## src/rtl/hazard_scoreboard_pkg.sv

```systemverilog
// Shared types and sizing helpers for the load-use hazard scoreboard.
package hazard_pkg;

    localparam int DEF_REG_NUM_BITWIDTH = 5;

    typedef logic [DEF_REG_NUM_BITWIDTH-1:0] reg_idx_t;

    // Width needed to hold every count from 0 up to max_count inclusive.
    function automatic int count_width(input int max_count);
        return $clog2(max_count + 1);
    endfunction

endpackage

```

## src/rtl/hazard_scoreboard_if.sv

```systemverilog
// Pipeline-side signal bundle for the hazard scoreboard: the pipeline is master, the unit is slave.
interface hazard_scoreboard_if
    import hazard_pkg::*;
#(
    parameter int REG_NUM_BITWIDTH = DEF_REG_NUM_BITWIDTH,
    parameter int MAX_OUTSTANDING  = 4
);
    localparam int CNT_W = count_width(MAX_OUTSTANDING);

    logic                        id_valid;
    logic                        id_memRead;
    logic [REG_NUM_BITWIDTH-1:0] id_Rd;
    logic [REG_NUM_BITWIDTH-1:0] if_Rs1;
    logic [REG_NUM_BITWIDTH-1:0] if_Rs2;
    logic                        if_useRs1;
    logic                        if_useRs2;
    logic                        if_memRead;
    logic [REG_NUM_BITWIDTH-1:0] if_Rd;
    logic                        mem_resp_valid;
    logic [REG_NUM_BITWIDTH-1:0] mem_resp_Rd;
    logic                        flush;
    logic                        if_doNOP;
    logic                        if_write;
    logic                        PCWrite;
    logic [CNT_W-1:0]            outstanding;

    modport master (
        output id_valid, id_memRead, id_Rd,
        output if_Rs1, if_Rs2, if_useRs1, if_useRs2, if_memRead, if_Rd,
        output mem_resp_valid, mem_resp_Rd, flush,
        input  if_doNOP, if_write, PCWrite, outstanding
    );

    modport slave (
        input  id_valid, id_memRead, id_Rd,
        input  if_Rs1, if_Rs2, if_useRs1, if_useRs2, if_memRead, if_Rd,
        input  mem_resp_valid, mem_resp_Rd, flush,
        output if_doNOP, if_write, PCWrite, outstanding
    );

endinterface

```

## src/rtl/hazard_scoreboard_pending_scoreboard.sv

```systemverilog
// Per-register "load result pending" flags with one set port, one clear port and NUM_RD read ports.
module pending_scoreboard #(
    parameter int IDX_W  = 5,
    parameter int NUM_RD = 4
) (
    input  logic             clk,
    input  logic             rst_n,
    input  logic             set_en,
    input  logic [IDX_W-1:0] set_idx,
    input  logic             clr_en,
    input  logic [IDX_W-1:0] clr_idx,
    input  logic [IDX_W-1:0] rd_idx  [NUM_RD],
    output logic             rd_pend [NUM_RD]
);
    localparam int DEPTH = 2 ** IDX_W;

    logic [DEPTH-1:0] pending;

    // NOTE: this is a flag vector, not storage RAM; every bit must start clear,
    // so the whole vector is reset rather than left uninitialised.
    always_ff @(posedge clk) begin
        if (!rst_n) begin
            pending <= '0;
        end else begin
            if (clr_en) begin
                pending[clr_idx] <= 1'b0;
            end
            // NOTE: both writes are non-blocking, so the later set overrides an
            // earlier clear of the same bit within one edge: set wins.
            if (set_en && (set_idx != '0)) begin
                pending[set_idx] <= 1'b1;
            end
        end
    end

    for (genvar i = 0; i < NUM_RD; i++) begin : g_rd
        assign rd_pend[i] = pending[rd_idx[i]];
    end

endmodule

```

## src/rtl/hazard_scoreboard.sv

```systemverilog
// Load-use hazard unit for a variable-latency data memory: stalls IF/PC on RAW, load WAW and load capacity.
// Optional HAZARD_PERF_EN adds a saturating stall_cycles counter port.
module hazard_scoreboard
    import hazard_pkg::*;
#(
    parameter int REG_NUM_BITWIDTH = DEF_REG_NUM_BITWIDTH,
    parameter int WORD_BITWIDTH    = 32,
    parameter int MAX_OUTSTANDING  = 4
) (
    input  logic                     clk,
    input  logic                     rst_n,
`ifdef HAZARD_PERF_EN
    output logic [WORD_BITWIDTH-1:0] stall_cycles,
`endif
    hazard_scoreboard_if.slave       bus
);
    localparam int CNT_W = count_width(MAX_OUTSTANDING);

    if ((MAX_OUTSTANDING < 1) || (WORD_BITWIDTH < 1)) begin : g_bad_param
        $error("hazard_scoreboard: MAX_OUTSTANDING and WORD_BITWIDTH must be >= 1");
    end

    logic [REG_NUM_BITWIDTH-1:0] rd_idx  [4];
    logic                        rd_pend [4];
    logic [CNT_W-1:0]            cnt;
    logic                        issue;
    logic                        resp;
    logic                        raw_rs1;
    logic                        raw_rs2;
    logic                        waw;
    logic                        full;
    logic                        stall;

    assign rd_idx[0] = bus.mem_resp_Rd;
    assign rd_idx[1] = bus.if_Rs1;
    assign rd_idx[2] = bus.if_Rs2;
    assign rd_idx[3] = bus.if_Rd;

    assign issue = bus.id_valid & bus.id_memRead & (bus.id_Rd != '0) & ~bus.flush;
    assign resp  = bus.mem_resp_valid & rd_pend[0];

    pending_scoreboard #(
        .IDX_W  (REG_NUM_BITWIDTH),
        .NUM_RD (4)
    ) u_pending (
        .clk     (clk),
        .rst_n   (rst_n),
        .set_en  (issue),
        .set_idx (bus.id_Rd),
        .clr_en  (resp),
        .clr_idx (bus.mem_resp_Rd),
        .rd_idx  (rd_idx),
        .rd_pend (rd_pend)
    );

    // Hazards see the pending vector as registered; a response only lifts them next cycle.
    assign raw_rs1 = bus.if_useRs1 & (bus.if_Rs1 != '0)
                   & (rd_pend[1] | (issue & (bus.id_Rd == bus.if_Rs1)));
    assign raw_rs2 = bus.if_useRs2 & (bus.if_Rs2 != '0)
                   & (rd_pend[2] | (issue & (bus.id_Rd == bus.if_Rs2)));
    assign waw     = bus.if_memRead & (bus.if_Rd != '0)
                   & (rd_pend[3] | (issue & (bus.id_Rd == bus.if_Rd)));

    // cnt + issue - resp >= MAX, rearranged so no intermediate value goes negative.
    assign full = bus.if_memRead
                & (({1'b0, cnt} + (CNT_W+1)'(issue))
                   >= ((CNT_W+1)'(MAX_OUTSTANDING) + (CNT_W+1)'(resp)));

    assign stall = (raw_rs1 | raw_rs2 | waw | full) & ~bus.flush & rst_n;

    always_ff @(posedge clk) begin
        if (!rst_n) begin
            cnt <= '0;
        end else begin
            case ({issue, resp})
                2'b10:   cnt <= cnt + 1'b1;
                2'b01:   cnt <= cnt - 1'b1;
                default: cnt <= cnt;
            endcase
        end
    end

    assign bus.if_doNOP    = stall;
    assign bus.if_write    = ~stall;
    assign bus.PCWrite     = ~stall;
    assign bus.outstanding = rst_n ? cnt : '0;

`ifdef HAZARD_PERF_EN
    always_ff @(posedge clk) begin
        if (!rst_n) begin
            stall_cycles <= '0;
        end else if (stall && !(&stall_cycles)) begin
            stall_cycles <= stall_cycles + 1'b1;
        end
    end
`endif

endmodule

```

## src/flat_wrapper.sv

```systemverilog
// flat-port wrapper written by rule: the top's interface ports become plain ports
module hazard_scoreboard_flat import hazard_pkg::*;
#(
    parameter int REG_NUM_BITWIDTH = DEF_REG_NUM_BITWIDTH,
    parameter int WORD_BITWIDTH    = 32,
    parameter int MAX_OUTSTANDING  = 4
)
  (clk, rst_n, bus_id_valid, bus_id_memRead, bus_id_Rd, bus_if_Rs1, bus_if_Rs2, bus_if_useRs1, bus_if_useRs2, bus_if_memRead, bus_if_Rd, bus_mem_resp_valid, bus_mem_resp_Rd, bus_flush, bus_if_doNOP, bus_if_write, bus_PCWrite, bus_outstanding);
  hazard_scoreboard_if #(.REG_NUM_BITWIDTH(REG_NUM_BITWIDTH), .MAX_OUTSTANDING(MAX_OUTSTANDING)) bus_i ();
  input  logic clk;
  input  logic rst_n;
  input wire logic [$bits(bus_i.id_valid)-1:0] bus_id_valid;
  input wire logic [$bits(bus_i.id_memRead)-1:0] bus_id_memRead;
  input wire logic [$bits(bus_i.id_Rd)-1:0] bus_id_Rd;
  input wire logic [$bits(bus_i.if_Rs1)-1:0] bus_if_Rs1;
  input wire logic [$bits(bus_i.if_Rs2)-1:0] bus_if_Rs2;
  input wire logic [$bits(bus_i.if_useRs1)-1:0] bus_if_useRs1;
  input wire logic [$bits(bus_i.if_useRs2)-1:0] bus_if_useRs2;
  input wire logic [$bits(bus_i.if_memRead)-1:0] bus_if_memRead;
  input wire logic [$bits(bus_i.if_Rd)-1:0] bus_if_Rd;
  input wire logic [$bits(bus_i.mem_resp_valid)-1:0] bus_mem_resp_valid;
  input wire logic [$bits(bus_i.mem_resp_Rd)-1:0] bus_mem_resp_Rd;
  input wire logic [$bits(bus_i.flush)-1:0] bus_flush;
  output wire logic [$bits(bus_i.if_doNOP)-1:0] bus_if_doNOP;
  output wire logic [$bits(bus_i.if_write)-1:0] bus_if_write;
  output wire logic [$bits(bus_i.PCWrite)-1:0] bus_PCWrite;
  output wire logic [$bits(bus_i.outstanding)-1:0] bus_outstanding;
  assign bus_i.id_valid = bus_id_valid;
  assign bus_i.id_memRead = bus_id_memRead;
  assign bus_i.id_Rd = bus_id_Rd;
  assign bus_i.if_Rs1 = bus_if_Rs1;
  assign bus_i.if_Rs2 = bus_if_Rs2;
  assign bus_i.if_useRs1 = bus_if_useRs1;
  assign bus_i.if_useRs2 = bus_if_useRs2;
  assign bus_i.if_memRead = bus_if_memRead;
  assign bus_i.if_Rd = bus_if_Rd;
  assign bus_i.mem_resp_valid = bus_mem_resp_valid;
  assign bus_i.mem_resp_Rd = bus_mem_resp_Rd;
  assign bus_i.flush = bus_flush;
  assign bus_if_doNOP = bus_i.if_doNOP;
  assign bus_if_write = bus_i.if_write;
  assign bus_PCWrite = bus_i.PCWrite;
  assign bus_outstanding = bus_i.outstanding;
  hazard_scoreboard #(.REG_NUM_BITWIDTH(REG_NUM_BITWIDTH), .WORD_BITWIDTH(WORD_BITWIDTH), .MAX_OUTSTANDING(MAX_OUTSTANDING)) u_core (.clk(clk), .rst_n(rst_n), .bus(bus_i));
endmodule
```

## config.mk

```make
export PLATFORM = sky130hd
export DESIGN_NAME = hazard_scoreboard_flat
export DESIGN_NICKNAME = d
export VERILOG_FILES = /design/src/rtl/hazard_scoreboard_pkg.sv /design/src/rtl/hazard_scoreboard_if.sv /design/src/rtl/hazard_scoreboard_pending_scoreboard.sv /design/src/rtl/hazard_scoreboard.sv /design/src/flat_wrapper.sv
export SDC_FILE = /design/constraint.sdc
export NUM_CORES = 1
export LEC_CHECK = 0
export ABC_AREA = 1
export CORE_ASPECT_RATIO = 0.5
export CORE_MARGIN = 2
export CORE_UTILIZATION = 30
export DETAILED_ROUTE_END_ITERATION = 8
export GPL_TIMING_DRIVEN = 0
export SETUP_SLACK_MARGIN = 0.4
export SLEW_MARGIN = 20
export SYNTH_ARGS = -nofsm -noshare
export SYNTH_HDL_FRONTEND = slang
export SYNTH_HIERARCHICAL = 1
export SYNTH_SLANG_ARGS = --single-unit
```

## constraint.sdc

```tcl
create_clock -name clk -period 3.65 [get_ports clk]
set_clock_uncertainty 0.15 [all_clocks]
set_input_delay 0.73 -clock clk [delete_from_list [all_inputs] [get_ports clk]]
set_output_delay 0.73 -clock clk [all_outputs]
set_load 0.005 [all_outputs]
```

==> results of run 1 <==
state kept, by name (all words and copies together), names as in the netlist:
name and count:
u_core/u_pending/pending 32, u_core/cnt 3
area by class of cell:
type                            instances  area [sq um]  area share, %
Buffer                                 20         196.4          4.206
Clock buffer                            6         128.9          2.759
Clock inverter                          2         60.06          1.286
Inverter                               62         272.8          5.840
Multi-Input combinational cell        484          2431          52.05
Sequential cell                        35         700.7          15.00
Tap cell                              145         181.4          3.884
Timing Repair Buffer                   70         699.4          14.97
metal layers:
| metal | vias to the layer above | track usage [%] | part of all wire (%) |
|---|---|---|---|
| met5 | - | 0 | 0 |
| met4 | 0 | 2.661 | 1.6 |
| met3 | 26 | 4.858 | 11 |
| met2 | 228 | 31.96 | 41 |
| met1 | 1940 | 32.12 | 47 |
| li1 | 2100 | - | - |
timing repair:
| action | in CTS | in global routing |
|---|---|---|
| resized for setup | 78 | 79 |
| buffers inserted | 21 | 8 |
| setup endpoints to repair | 5 | 35 |
| pin swaps | 18 | 22 |
| gates cloned | 2 | 0 |
Yosys cell counts:
library cell	n
nand2_1	247
nand3_1	113
inv_1	46
o21ai_0	36
a21oi_1	35
dfxtp_1	35
nor2_1	19
inv_2	12
buf_6	9
nor3_2	8
xnor2_1	8
buf_2	4
buf_4	4
ha_1	4
inv_4	4
clkbuf_1	3
nor3_4	3
o21ai_1	3
xor2_1	3
nor3_1	2
fa_1	1
nand2_2	1
o31ai_1	1
stage by stage:
| step | util (%) | total power [mW] | hold WS (ps) | instance area [sq um] |
|---|---|---|---|---|
| CTS | 40.15 | 1.230 | 369.1 | 4394 |
| floorplan | - | 0.5530 | 316.6 | 3367 |
| finish | 42.67 | 1.257 | 374.9 | 4671 |
| detailed placement | 35.99 | 0.6584 | 361.0 | 3939 |
| global route | 42.67 | 1.306 | 424.4 | 4671 |
| global placement | 35.99 | 0.6568 | 357.5 | 3939 |
cells by family after synthesis:
group           count (synthesis)
simple gates                  393
buf+inv                        82
compound gates                 75
flops                          35
xor+xnor                       11
fa+ha+maj                       5
worst max-delay path by stage:
stage | to | depth (start not counted)
final | bus_if_write | 19
after global routing | bus_if_write | 23
after CTS | bus_if_write | 22
after detailed placement | bus_if_write | 20
after global placement | bus_if_write | 20
after floorplan | bus_if_write | 20
worst max-delay path, cell delays in order:
cell             delay (ps)
clkdlybuf4s50_1         530
buf_6                   160
inv_4                    60
buf_6                   140
nand2_1                  60
nand3_1                  70
nand3_1                 120
nand2_1                  80
nand2_1                  60
nand2_1                  50
nand2_1                  50
nand2_1                  50
inv_1                    40
nand2_1                  40
nand2_1                  60
nand2_2                  60
o21ai_2                 130
buf_4                   130
buf_6                    80
power by group through the flow:
stage / Sequential (mW) / Combinational [mW] / Clock [mW]
after floorplan: 0.397 / 0.156 / 0
after global placement: 0.400 / 0.257 / 0
after detailed placement: 0.400 / 0.259 / 0
after CTS: 0.392 / 0.285 / 0.553
after global routing: 0.393 / 0.344 / 0.569
final: 0.392 / 0.315 / 0.550
==> results by group, run 1 <==
Outcome
  – Status: completed

Final layout
  – Commonest cells after routing, fill and taps aside: nand2_1 (231), nand3_1 (106), inv_1 (42)
  – Commonest non-fill, non-tap cell in the layout: nand2_1
  – Finished Layout Cells: 824
  – Antenna Cells: 0
  – Fillers: 1,179
  – Share of cells above drive strength 1: ~20%
  – Final nets: 717
  – Synthesis-to-layout area growth: 39.03%

Synth
  – Register area share after synthesis: 20.86%
  – Synth Warn #: 6
  – Multiplexer area fraction after synthesis: 0%
  – Adder-cell share of the synthesized area: roughly 2.1%
  – Cell area after synthesis: 3359 sq um
  – Dominant cells by area after synthesis: nand2_1 (28%), dfxtp_1 (21%), nand3_1 (17%), o21ai_0 (5.4%), a21oi_1 (5.2%)
  – Compound-gate portion of the synthesized area: 11.25%
  – Mapped Nets: between 600 and 700
  – Largest area contributor in the netlist: nand2_1
  – Cells after synthesis: 601
  – Main combinational cell family by area after synthesis: simple AND/OR/NAND/NOR gates
  – Simple-gate share of the synthesized area: about half
  – Area share of the largest cell type after synthesis: 27.60%
  – Post-synth cell types: 23
  – Flops & latches, synth: 35
  – Xor and xnor area share after synthesis: 2.868%
  – Post-Syn Area per Cell: 5.590 sq um

Timing
  – Final Hold Violating Endpoints: 0
  – FMAX: roughly 280 MHz
  – Final worst-path cycle share: 97.87%
  – Slew Viols, Final: 0
  – Post-layout min period: 3572 ps
  – Setup WS post-layout: slightly below 80 ps
  – Setup TNS: 0 ps
  – RSZ-0062 raised after global routing: yes
  – Worst Tran Pin Value: 537.6 ps
  – # setup viols final: 0
  – Relative slew slack: between 60% and 70%

Placement
  – Inst Count DP: a little under 800
  – Post-DP HPWL: 9.026 mm
  – Port bufs: 39
  – Dpl ws: -899.7 ps
  – Placer congestion estimate: 0.8812

Floorplanning
  – # IOs: 40
  – Die Width: 153.7 um
  – # rows: 27
  – Die Y: 78.83 um
  – Core area: 10,950 sq um
  – Initial cell density of the core: 30.69%
  – Full die area: 12,110 sq um

Routing
  – Vias: about 4,300
  – Final wirelength: 13.24 mm
  – Residual DRC: 0
  – WL per Instance: 16.06 um
  – First-pass iteration count of the detailed router: 6
  – Vias per inst: approximately 5.2
  – Post-route antenna net violation count: 0
  – Initial DRC count: 328

Hold path
  – Hold path startpoint: u_core/cnt[2]
  – Worst hold path type: reg2reg
  – WHS Path Cells: 2
  – Hold Path End: u_core/cnt[2]

Clocking
  – Clock-pin slew on the worst setup and hold paths: about 50 ps
  – Skew-Pair Late Insertion Delay: 280 ps
  – Root Buffer: clkbuf_16
  – # H-tree levels: 2
  – TritonCTS Sinks: 35
  – Longest Clk Path Bufs: 2
  – Hold buffers post-CTS: 0
  – CTS tree: built
  – CTS Buf Count: 5

Worst setup path
  – Critical-path maximum fanout: 10
  – Worst EP required: 2770 ps
  – Crit path launch: bus_if_Rd[0]
  – R2r endpoint: u_core/cnt[2]
  – Worst setup path class: in2out
  – Critical Path Sink Type: output port
  – Reg2reg setup slack: 820 ps
  – WP data arrival: 2690 ps
  – Cells on worst reg2reg path: 19
  – Crit start category: input pin
  – Launching point of the worst reg2reg path: u_core/u_pending/pending[29]

Pwr
  – Net Sw Power: 0.3439 mW
  – IR drop worst, VDD: 0.2068 mV
  – Internal: around 0.9 mW
  – Pleak: 2.037 nW
  – Pwr Density: 269.1 nW/um^2
  – Sw Share: 27.36%
  – Comb pwr share: 25.0%
  – Clock Power Share: 43.7%
  – Sequential share of power: 31.2%

GRT
  – Pin count of the biggest net entering global routing: 12
  – Grt ovf: 0
  – Initial antenna violation count: 0
  – First-pass GRT wire length: 20.38 mm
  – Gr usage total: 21.46%
  – Vias in the first global route: 3,793

Job
  – MaxCap Viol Count: 0
(Power assumes the default switching activity.)
==> run 2, diff against run 1 <==
--- a/config.mk
+++ b/config.mk
@@ -10,9 +10,10 @@
 export CORE_MARGIN = 2
 export CORE_UTILIZATION = 30
 export DETAILED_ROUTE_END_ITERATION = 8
+export GPL_ROUTABILITY_DRIVEN = 0
 export GPL_TIMING_DRIVEN = 0
 export SETUP_SLACK_MARGIN = 0.4
-export SLEW_MARGIN = 20
+export SLEW_MARGIN = 25
 export SYNTH_ARGS = -nofsm -noshare
 export SYNTH_HDL_FRONTEND = slang
 export SYNTH_HIERARCHICAL = 1
==> results of run 2 <==
Same layout as run 1: the final DEF is identical, and so are final timing and power.
